--- src/rtl/mul_div_unit.sv ---
// Iterative RV64M multiply/divide unit: 64-step shift-add multiply and
// restoring divide on operand magnitudes, sign fix-up applied in DONE.
package riscv_pkg;
    typedef enum logic [3:0] {
        M_NONE   = 4'd0,
        M_MUL    = 4'd1,
        M_MULH   = 4'd2,
        M_MULHSU = 4'd3,
        M_MULHU  = 4'd4,
        M_DIV    = 4'd5,
        M_DIVU   = 4'd6,
        M_REM    = 4'd7,
        M_REMU   = 4'd8
    } mul_op_t;
endpackage

module mul_div_unit #(
    parameter int TAG_W = 5
) (
    input  logic           clk,
    input  logic           rst,
    mul_div_unit_if.slave  bus
);
    import riscv_pkg::*;

    typedef enum logic [1:0] {IDLE, CALC, DONE} state_t;

    state_t             state, state_nxt;
    logic [5:0]         cnt;
    logic [3:0]         op_q;
    logic [TAG_W-1:0]   tag_q;
    logic               neg_a_q, neg_b_q, fast_q;
    logic [63:0]        opnd_q;
    logic [127:0]       p;

    logic               accept;
    logic               a_signed, b_signed, is_mul, is_div, is_mul_q;
    logic               neg_a, neg_b, div_zero, sgn_ovf, fast;
    logic [63:0]        mag_a, mag_b, fast_val;
    logic [127:0]       p_step;
    logic [64:0]        mul_sum, rem_sh;
    logic [127:0]       prod;
    logic [63:0]        quo, rem, res_sel;

    assign accept = bus.valid_i && (state == IDLE) && !bus.flush_i;

    // Issue-side decode, operand magnitudes and fast-path detection.
    always_comb begin
        a_signed = bus.op_i inside {M_MUL, M_MULH, M_MULHSU, M_DIV, M_REM};
        b_signed = bus.op_i inside {M_MUL, M_MULH, M_DIV, M_REM};
        is_mul   = bus.op_i inside {M_MUL, M_MULH, M_MULHSU, M_MULHU};
        is_div   = bus.op_i inside {M_DIV, M_DIVU, M_REM, M_REMU};
        neg_a    = a_signed && bus.rs1_i[63];
        neg_b    = b_signed && bus.rs2_i[63];
        mag_a    = neg_a ? -bus.rs1_i : bus.rs1_i;
        mag_b    = neg_b ? -bus.rs2_i : bus.rs2_i;
        div_zero = is_div && (bus.rs2_i == '0);
        sgn_ovf  = (bus.op_i inside {M_DIV, M_REM}) &&
                   (bus.rs1_i == 64'h8000_0000_0000_0000) && (bus.rs2_i == '1);
        fast     = div_zero || sgn_ovf || !(is_mul || is_div);
        fast_val = '0;
        if (div_zero)
            fast_val = (bus.op_i inside {M_DIV, M_DIVU}) ? '1 : bus.rs1_i;
        else if (sgn_ovf && bus.op_i == M_DIV)
            fast_val = 64'h8000_0000_0000_0000;
    end

    // One iteration: multiply shifts the multiplier out of p[63:0] while the
    // partial sum enters at the top; divide shifts the dividend in from p[63].
    always_comb begin
        is_mul_q = op_q inside {M_MUL, M_MULH, M_MULHSU, M_MULHU};
        mul_sum  = {1'b0, p[127:64]} + (p[0] ? {1'b0, opnd_q} : 65'd0);
        rem_sh   = {p[127:64], p[63]};
        if (is_mul_q)
            p_step = {mul_sum, p[63:1]};
        else if (rem_sh >= {1'b0, opnd_q})
            p_step = {rem_sh[63:0] - opnd_q, p[62:0], 1'b1};
        else
            p_step = {rem_sh[63:0], p[62:0], 1'b0};
    end

    always_ff @(posedge clk or posedge rst) begin
        if (rst)
            state <= IDLE;
        else
            state <= state_nxt;
    end

    always_comb begin
        state_nxt = state;
        case (state)
            IDLE: if (accept) state_nxt = fast ? DONE : CALC;
            CALC: if (cnt == 6'd63) state_nxt = DONE;
            DONE: if (bus.result_ready_i) state_nxt = IDLE;
            default: state_nxt = IDLE;
        endcase
        if (bus.flush_i)
            state_nxt = IDLE;
    end

    always_ff @(posedge clk or posedge rst) begin
        if (rst) begin
            cnt     <= '0;
            op_q    <= '0;
            tag_q   <= '0;
            neg_a_q <= 1'b0;
            neg_b_q <= 1'b0;
            fast_q  <= 1'b0;
            opnd_q  <= '0;
            p       <= '0;
        end else if (bus.flush_i) begin
            cnt <= '0;
        end else if (accept) begin
            cnt     <= '0;
            op_q    <= bus.op_i;
            tag_q   <= bus.tag_i;
            neg_a_q <= neg_a;
            neg_b_q <= neg_b;
            fast_q  <= fast;
            opnd_q  <= is_mul ? mag_a : mag_b;
            p       <= fast ? {64'd0, fast_val} : {64'd0, (is_mul ? mag_b : mag_a)};
        end else if (state == CALC) begin
            cnt <= cnt + 6'd1;
            p   <= p_step;
        end
    end

    always_comb begin
        prod = (neg_a_q ^ neg_b_q) ? -p : p;
        quo  = (neg_a_q ^ neg_b_q) ? -p[63:0] : p[63:0];
        rem  = neg_a_q ? -p[127:64] : p[127:64];
        case (op_q)
            M_MUL:                     res_sel = prod[63:0];
            M_MULH, M_MULHSU, M_MULHU: res_sel = prod[127:64];
            M_DIV, M_DIVU:             res_sel = quo;
            M_REM, M_REMU:             res_sel = rem;
            default:                   res_sel = '0;
        endcase
    end

    assign bus.ready_o        = (state == IDLE);
    assign bus.result_valid_o = (state == DONE);
    assign bus.result_o       = (state == DONE) ? (fast_q ? p[63:0] : res_sel) : '0;
    assign bus.tag_o          = (state == DONE) ? tag_q : '0;
endmodule

--- src/rtl/mul_div_unit_if.sv ---
// Issue/result handshake bundle between the decoder, the M-extension unit
// and the writeback arbiter.
interface mul_div_unit_if #(
    parameter int TAG_W = 5
);
    logic              flush_i;
    logic              valid_i;
    logic              ready_o;
    logic [3:0]        op_i;
    logic [63:0]       rs1_i;
    logic [63:0]       rs2_i;
    logic [TAG_W-1:0]  tag_i;
    logic              result_valid_o;
    logic              result_ready_i;
    logic [63:0]       result_o;
    logic [TAG_W-1:0]  tag_o;

    modport master (
        output flush_i, valid_i, op_i, rs1_i, rs2_i, tag_i, result_ready_i,
        input  ready_o, result_valid_o, result_o, tag_o
    );

    modport slave (
        input  flush_i, valid_i, op_i, rs1_i, rs2_i, tag_i, result_ready_i,
        output ready_o, result_valid_o, result_o, tag_o
    );
endinterface

--- src/flat_wrapper.sv ---
// flat-port wrapper written by rule: the top's interface ports become plain ports
module mul_div_unit_flat import riscv_pkg::*;
#(
    parameter int TAG_W = 5
)
  (clk, rst, bus_flush_i, bus_valid_i, bus_op_i, bus_rs1_i, bus_rs2_i, bus_tag_i, bus_result_ready_i, bus_ready_o, bus_result_valid_o, bus_result_o, bus_tag_o);
  mul_div_unit_if #(.TAG_W(TAG_W)) bus_i ();
  input  logic clk;
  input  logic rst;
  input wire logic [$bits(bus_i.flush_i)-1:0] bus_flush_i;
  input wire logic [$bits(bus_i.valid_i)-1:0] bus_valid_i;
  input wire logic [$bits(bus_i.op_i)-1:0] bus_op_i;
  input wire logic [$bits(bus_i.rs1_i)-1:0] bus_rs1_i;
  input wire logic [$bits(bus_i.rs2_i)-1:0] bus_rs2_i;
  input wire logic [$bits(bus_i.tag_i)-1:0] bus_tag_i;
  input wire logic [$bits(bus_i.result_ready_i)-1:0] bus_result_ready_i;
  output wire logic [$bits(bus_i.ready_o)-1:0] bus_ready_o;
  output wire logic [$bits(bus_i.result_valid_o)-1:0] bus_result_valid_o;
  output wire logic [$bits(bus_i.result_o)-1:0] bus_result_o;
  output wire logic [$bits(bus_i.tag_o)-1:0] bus_tag_o;
  assign bus_i.flush_i = bus_flush_i;
  assign bus_i.valid_i = bus_valid_i;
  assign bus_i.op_i = bus_op_i;
  assign bus_i.rs1_i = bus_rs1_i;
  assign bus_i.rs2_i = bus_rs2_i;
  assign bus_i.tag_i = bus_tag_i;
  assign bus_i.result_ready_i = bus_result_ready_i;
  assign bus_ready_o = bus_i.ready_o;
  assign bus_result_valid_o = bus_i.result_valid_o;
  assign bus_result_o = bus_i.result_o;
  assign bus_tag_o = bus_i.tag_o;
  mul_div_unit #(.TAG_W(TAG_W)) u_core (.clk(clk), .rst(rst), .bus(bus_i));
endmodule
--- config.mk ---
export PLATFORM = sky130hd
export DESIGN_NAME = mul_div_unit_flat
export DESIGN_NICKNAME = d
export VERILOG_FILES = /design/src/rtl/mul_div_unit.sv /design/src/rtl/mul_div_unit_if.sv /design/src/flat_wrapper.sv
export SDC_FILE = /design/constraint.sdc
export NUM_CORES = 2
export LEC_CHECK = 0
export CORE_ASPECT_RATIO = 1.75
export CORE_MARGIN = 8
export CORE_UTILIZATION = 56
export DETAILED_ROUTE_END_ITERATION = 8
export GPL_TIMING_DRIVEN = 0
export HOLD_SLACK_MARGIN = 0.02
export PLACE_DENSITY = 0.87
export SETUP_SLACK_MARGIN = 0.02
export SYNTH_ARGS = -nofsm -noshare
export SYNTH_HDL_FRONTEND = slang
export SYNTH_SLANG_ARGS = --single-unit
--- constraint.sdc ---
create_clock -name clk -period 7.76 [get_ports clk]
set_input_delay 1.552 -clock clk [delete_from_list [all_inputs] [get_ports clk]]
set_output_delay 1.552 -clock clk [all_outputs]
set_load 0.05 [all_outputs]
==> summary.txt, run 1 <==
Run status
  • Status: stopped before the end
  • Failed at: global routing (5_1_grt)
  • Err: [ERROR GRT-0116] Global routing finished with congestion. Check the congestion regions in the DRC Viewer.

Floorplan
  • Num rows: 111
  • Initial Util: 56.4%
  • Die Y: 319 µm
  • Top-Level Pins: roughly 210
  • Chip Width: around 190 µm

Synth
  • Seq cells post-synth: 212
  • Syn Inst Count: 4,295
  • Largest cells by area after synthesis: dfrtp_1 (18%), o21ai_0 (7.2%), a21oi_1 (6.9%)
  • Top post-synthesis cells by count: nand2_1 (530), o21ai_0 (420), a21oi_1 (404)
  • Top-count cell post-synth: nand2_1
  • Post-synth EDFFs: 0
  • Area leader, netlist: dfrtp_1
  • Synth Area per Inst: roughly 7 µm²
  • Mapped Area: 29,400 µm²
  • Unique masters post-synth: a little under 100
  • Most common flop cell mapped by yosys: dfrtp_1
  • Register area share after synthesis: 18.1%
  • Post-synth net total: between 4k and 5k
  • Yosys top cell area share: 18.1%
  • Post-synth ARST share: 100%
  • Yosys warns: 0

Global routing
  • Total grt overflow: 81
  • Largest net degree at the start of global routing: 127
  • All-Layer GR Usage: 65.7%
  • First-pass GRT wire length: 293,000 µm
  • Vias in the first global route: about 41k

Clock network
  • Hold Buf Count CTS: 0
  • H-tree depth: 1
  • Num CTS Buffers: 24
  • Max Root-Sink Buffers: 3
  • CTS sink cnt: 212
  • CTS Root Cell: clkbuf_16

Place
  • Inst Count DP: 5,185
  • Place WS: -0.336 ns
  • DP HPWL: 143,000 µm
  • GP Congestion: 1.26
  • Count of input and output buffers: 210
[metal layers]
| layer | GRT usage (%) | GRT overflow |
|---|---|---|
| met2 | 87.7 | 44 |
| met4 | 72.5 | 34 |
| met5 | 11.4 | 0 |
| met1 | 62.0 | 0 |
| met3 | 44.7 | 3 |
[metrics by stage]
step	hold slack (ns)	area (µm²)
after detailed placement	0.461	32400
after global placement	0.451	32300
after CTS	0.478	33200
after floorplan	0.437	29400
[kinds of logic after synthesis]
kind of cell,count (synthesis),share of synthesized area [%]
simple gates,1501,24.2
mux,26,0.924
buf+inv,495,6.62
flops,212,18.1
compound gates,1551,33.2
fa+ha+maj,136,5.84
xor+xnor,374,11.1
[timing repair]
| item | in CTS |
|---|---|
| resized for setup | 5 |
| setup buffers | 3 |
| endpoints found under the setup margin | 26 |
| pin swaps | 2 |
==> run 2: changes to the inputs <==
==> config.mk (replaced) <==
export PLATFORM = sky130hd
export DESIGN_NAME = mul_div_unit_flat
export DESIGN_NICKNAME = d
export VERILOG_FILES = /design/src/rtl/mul_div_unit.sv /design/src/rtl/mul_div_unit_if.sv /design/src/flat_wrapper.sv
export SDC_FILE = /design/constraint.sdc
export NUM_CORES = 2
export LEC_CHECK = 0
export CORE_MARGIN = 8
export CORE_UTILIZATION = 40
export DETAILED_ROUTE_END_ITERATION = 8
export GPL_TIMING_DRIVEN = 0
export PLACE_DENSITY_LB_ADDON = 0.15
export SYNTH_ARGS = -nofsm -noshare
export SYNTH_HDL_FRONTEND = slang
export SYNTH_SLANG_ARGS = --single-unit
==> constraint.sdc (replaced) <==
create_clock -name clk -period 10.1 [get_ports clk]
set_input_delay 2.02 -clock clk [delete_from_list [all_inputs] [get_ports clk]]
set_output_delay 2.02 -clock clk [all_outputs]
set_load 0.05 [all_outputs]
==> summary.txt, run 2 <==
Run status
  • Status: finished, violations left
  • Failing checks: max-capacitance violations, max-slew violations

Synth
  • Yosys warns: 0 (unchanged)
  • Top post-synthesis cells by count: nand2_1 (530), o21ai_0 (420), a21oi_1 (404)
  • Post-synth net total: 4,573 (unchanged)
  • Area leader, netlist: dfrtp_1
  • Syn Inst Count: 4,295 (unchanged)
  • Yosys top cell area share: 18.1% (unchanged)
  • Top-count cell post-synth: nand2_1
  • Largest cells by area after synthesis: dfrtp_1 (18%), o21ai_0 (7.2%), a21oi_1 (6.9%)
  • Post-synth EDFFs: 0 (unchanged)
  • Register area share after synthesis: 18.1% (unchanged)
  • Post-synth ARST share: 100% (unchanged)
  • Synth Area per Inst: 6.84 µm² (unchanged)
  • Unique masters post-synth: 98 (unchanged)
  • Mapped Area: 29,400 µm² (unchanged)
  • Most common flop cell mapped by yosys: dfrtp_1
  • Seq cells post-synth: 212 (unchanged)

Detailed routing
  • Routed met2 length: 71,300 µm
  • Routed wire length per instance: 33.1 µm
  • Post-route DRC: 0
  • DR WL met3: 23,600 µm
  • Top sig layer: met5
  • Initial drt markers: about 6.6k
  • Drt pass-1 iters: 7
  • Vias per std cell: 6.86
  • Via count: ~38k
  • Final wirelength: approximately 180,000 µm
  • Met1 wire length: between 70,000 and 80,000 µm
  • Post-route ant nets: 0

Hold path
  • Worst Hold Class: reg2reg
  • Hold path depth: 2

Layout
  • Largest reg by FF count: u_core.p
  • Commonest non-fill, non-tap cells in the layout: nand2_1 (530), o21ai_0 (420), a21oi_1 (404)
  • Final #Nets: 4,813
  • Layout cell share with drive strength beyond 1: approximately 3%
  • Post-route cell area: 33,700 µm²
  • Layout Area Growth over Synthesis: 14.5%
  • Registers with the most flip-flops: u_core.p (128), u_core.opnd_q (64), u_core.cnt (6)
  • # diodes: 0
  • Post-layout util: 46.2%
  • Max FFs per register: ~130
  • Commonest non-fill, non-tap cell in the layout: nand2_1
  • Post-route insts no fill: 5,513

Setup path
  • Slowest stage delay, CP: ~0.9 ns
  • Req. time, crit path: between 8 and 9 ns
  • CP endpoint kind: primary output
  • Crit Path Class: reg2out
  • Crit Path Max Fanout: 10
  • FF-to-FF path depth: 17
  • Startpoint types: register
  • Data arrival time of the critical path: 7.62 ns
  • Cells along the critical path: clkbuf_1 > inv_2 > clkbuf_1 > ha_1 > and4_1 > nand4_1 > nor2_1 > nand2_1 > o31ai_1 > o21ai_0 > xor2_1 > a21oi_1 > a21oi_1 > clkdlybuf4s50_1
  • CP max stage cell: clkbuf_1

STA
  • RSZ-0062 raised after global routing: no
  • Post-layout min period: between 9 and 10 ns
  • Max Fclk: ~100 MHz
  • Max-slew violation count: 8
  • Final setup skew: 0.0258 ns
  • Worst-Margin Slew: 1.63 ns
  • Final Hold Fails: 0
  • Min setup slack post-route: 0.461 ns
  • Setup violations, final: 0
  • Final period utilization: 95.4%
  • Slew Limit Headroom: -9.15%

Pwr
  • Leak: 13.0 nW
  • Cell Pwr Density: 273 nW/µm²
  • Total power: a little over 9 mW
  • Max IR drop VDD: 143 µV

Global routing
  • Initial antenna violation count: 6
  • First-pass GRT wire length: 253,000 µm
  • Vias in the first global route: 34.2k
  • Largest net degree at the start of global routing: 116
  • All-Layer GR Usage: 41.6%
  • Total grt overflow: 0

Clock network
  • # resized after CTS: 0 (-5)
  • Clk slew on worst S/H paths: 0.06 ns
  • Setup bufs post-CTS: 0 (-3)
  • Num CTS Buffers: 27 (+13%)
  • Max Root-Sink Buffers: 3 (unchanged)
  • Clock latency on the worst-skew pair: 0.62 ns
  • CTS tree: done
  • CTS sink cnt: 212 (unchanged)
  • H-tree depth: 1 (unchanged)
  • CTS Root Cell: clkbuf_16
  • Hold Buf Count CTS: 0 (unchanged)

Place
  • Place WS: 1.69 ns (+2.03 ns)
  • Placed inst area: 32,700 µm² (+1.1%)
  • Count of input and output buffers: 210 (unchanged)
  • GP Congestion: 1.07 (-15%)
  • Inst Count DP: 5,465 (+5.4%)
  • DP HPWL: 149,000 µm (+4.4%)

Floorplan
  • Top-Level Pins: 213 (unchanged)
  • Die Area: 82,400 µm²
  • Core area: 72,800 µm²
  • Chip Width: 287 µm (+52%)
  • Initial Util: 40.4% (-16 points)
  • Num rows: 99 (-11%)
  • Die Y: 287 µm (-10%)

Flow run
  • Max cap viols: 1
[run 2: cell counts after synthesis]
No cell type changed its count.
[run 2: power breakdown]
group / total (mW) / internal [mW] / leakage (nW) / switching [mW]
combinational: 6.71 / 1.96 / 9.82 / 4.75
sequential: 1.41 / 1.09 / 2.69 / 0.320
clock: 1.07 / 0.606 / 0.447 / 0.460
total: 9.19 / 3.66 / 13.0 / 5.53
[run 2: kinds of logic (layout without fill, tap and decap cells)]
logic type	after synthesis	in the layout	share of synthesized area [%]
compound gates	1551	1551	33.2
simple gates	1501	1501	24.2
buf+inv	495	754	6.62
xor+xnor	374	374	11.1
flops	212	212	18.1
fa+ha+maj	136	136	5.84
mux	26	26	0.924
[run 2: path summary, 6_finish.rpt]
check,startpoint,to,slack [ns]
setup / recovery,u_core.p[0]$_DFFE_PP0P_,bus_result_o[52],0.46
hold / removal,u_core.tag_q[0]$_DFFE_PP0P_,u_core.tag_q[0]$_DFFE_PP0P_,0.47
setup reg to reg,u_core.p[0]$_DFFE_PP0P_,u_core.p[127]$_DFFE_PP0P_,3.48
hold reg to reg,u_core.tag_q[0]$_DFFE_PP0P_,u_core.tag_q[0]$_DFFE_PP0P_,0.47
max in group asynchronous,rst,u_core.tag_q[3]$_DFFE_PP0P_,6.97
min in group asynchronous,rst,u_core.p[77]$_DFFE_PP0P_,1.92
[run 2: through the flow]
stage / hold WS [ns] / setup TNS (ns)
global placement: 0.450 / -279.32
CTS: 0.469 / 0
floorplan: 0.437 / 0
finish: 0.466 / 0
detailed placement: 0.456 / 0
global route: 0.506 / 0
[run 2: worst max-delay path: cells and delay by family, from the launching register on]
family / cells / cell delay, ns
buf+inv: 4 / 2.62
simple gates: 4 / 1.88
compound gates: 4 / 1.45
fa+ha+maj: 1 / 0.44
flops: 1 / 0.35
xor+xnor: 1 / 0.24
[run 2: layout make-up]
cell class                 count  area, µm²
clock inverter                11        154
inverter                     129        492
fill                        7716      39200
tap                          959       1200
timing repair buffer         211       2130
buffer                       366       1460
multi-input combinational   3588      22100
clock buffer                  37        763
sequential                   212       5310
[run 2: routing by layer]
metal	track usage, %	vias up
met5	0	-
met4	23.6	4
met3	11.6	502
met2	57.0	2832
met1	57.8	18300
li1	-	16200
Note: power is estimated with default switching activity, not from simulation.
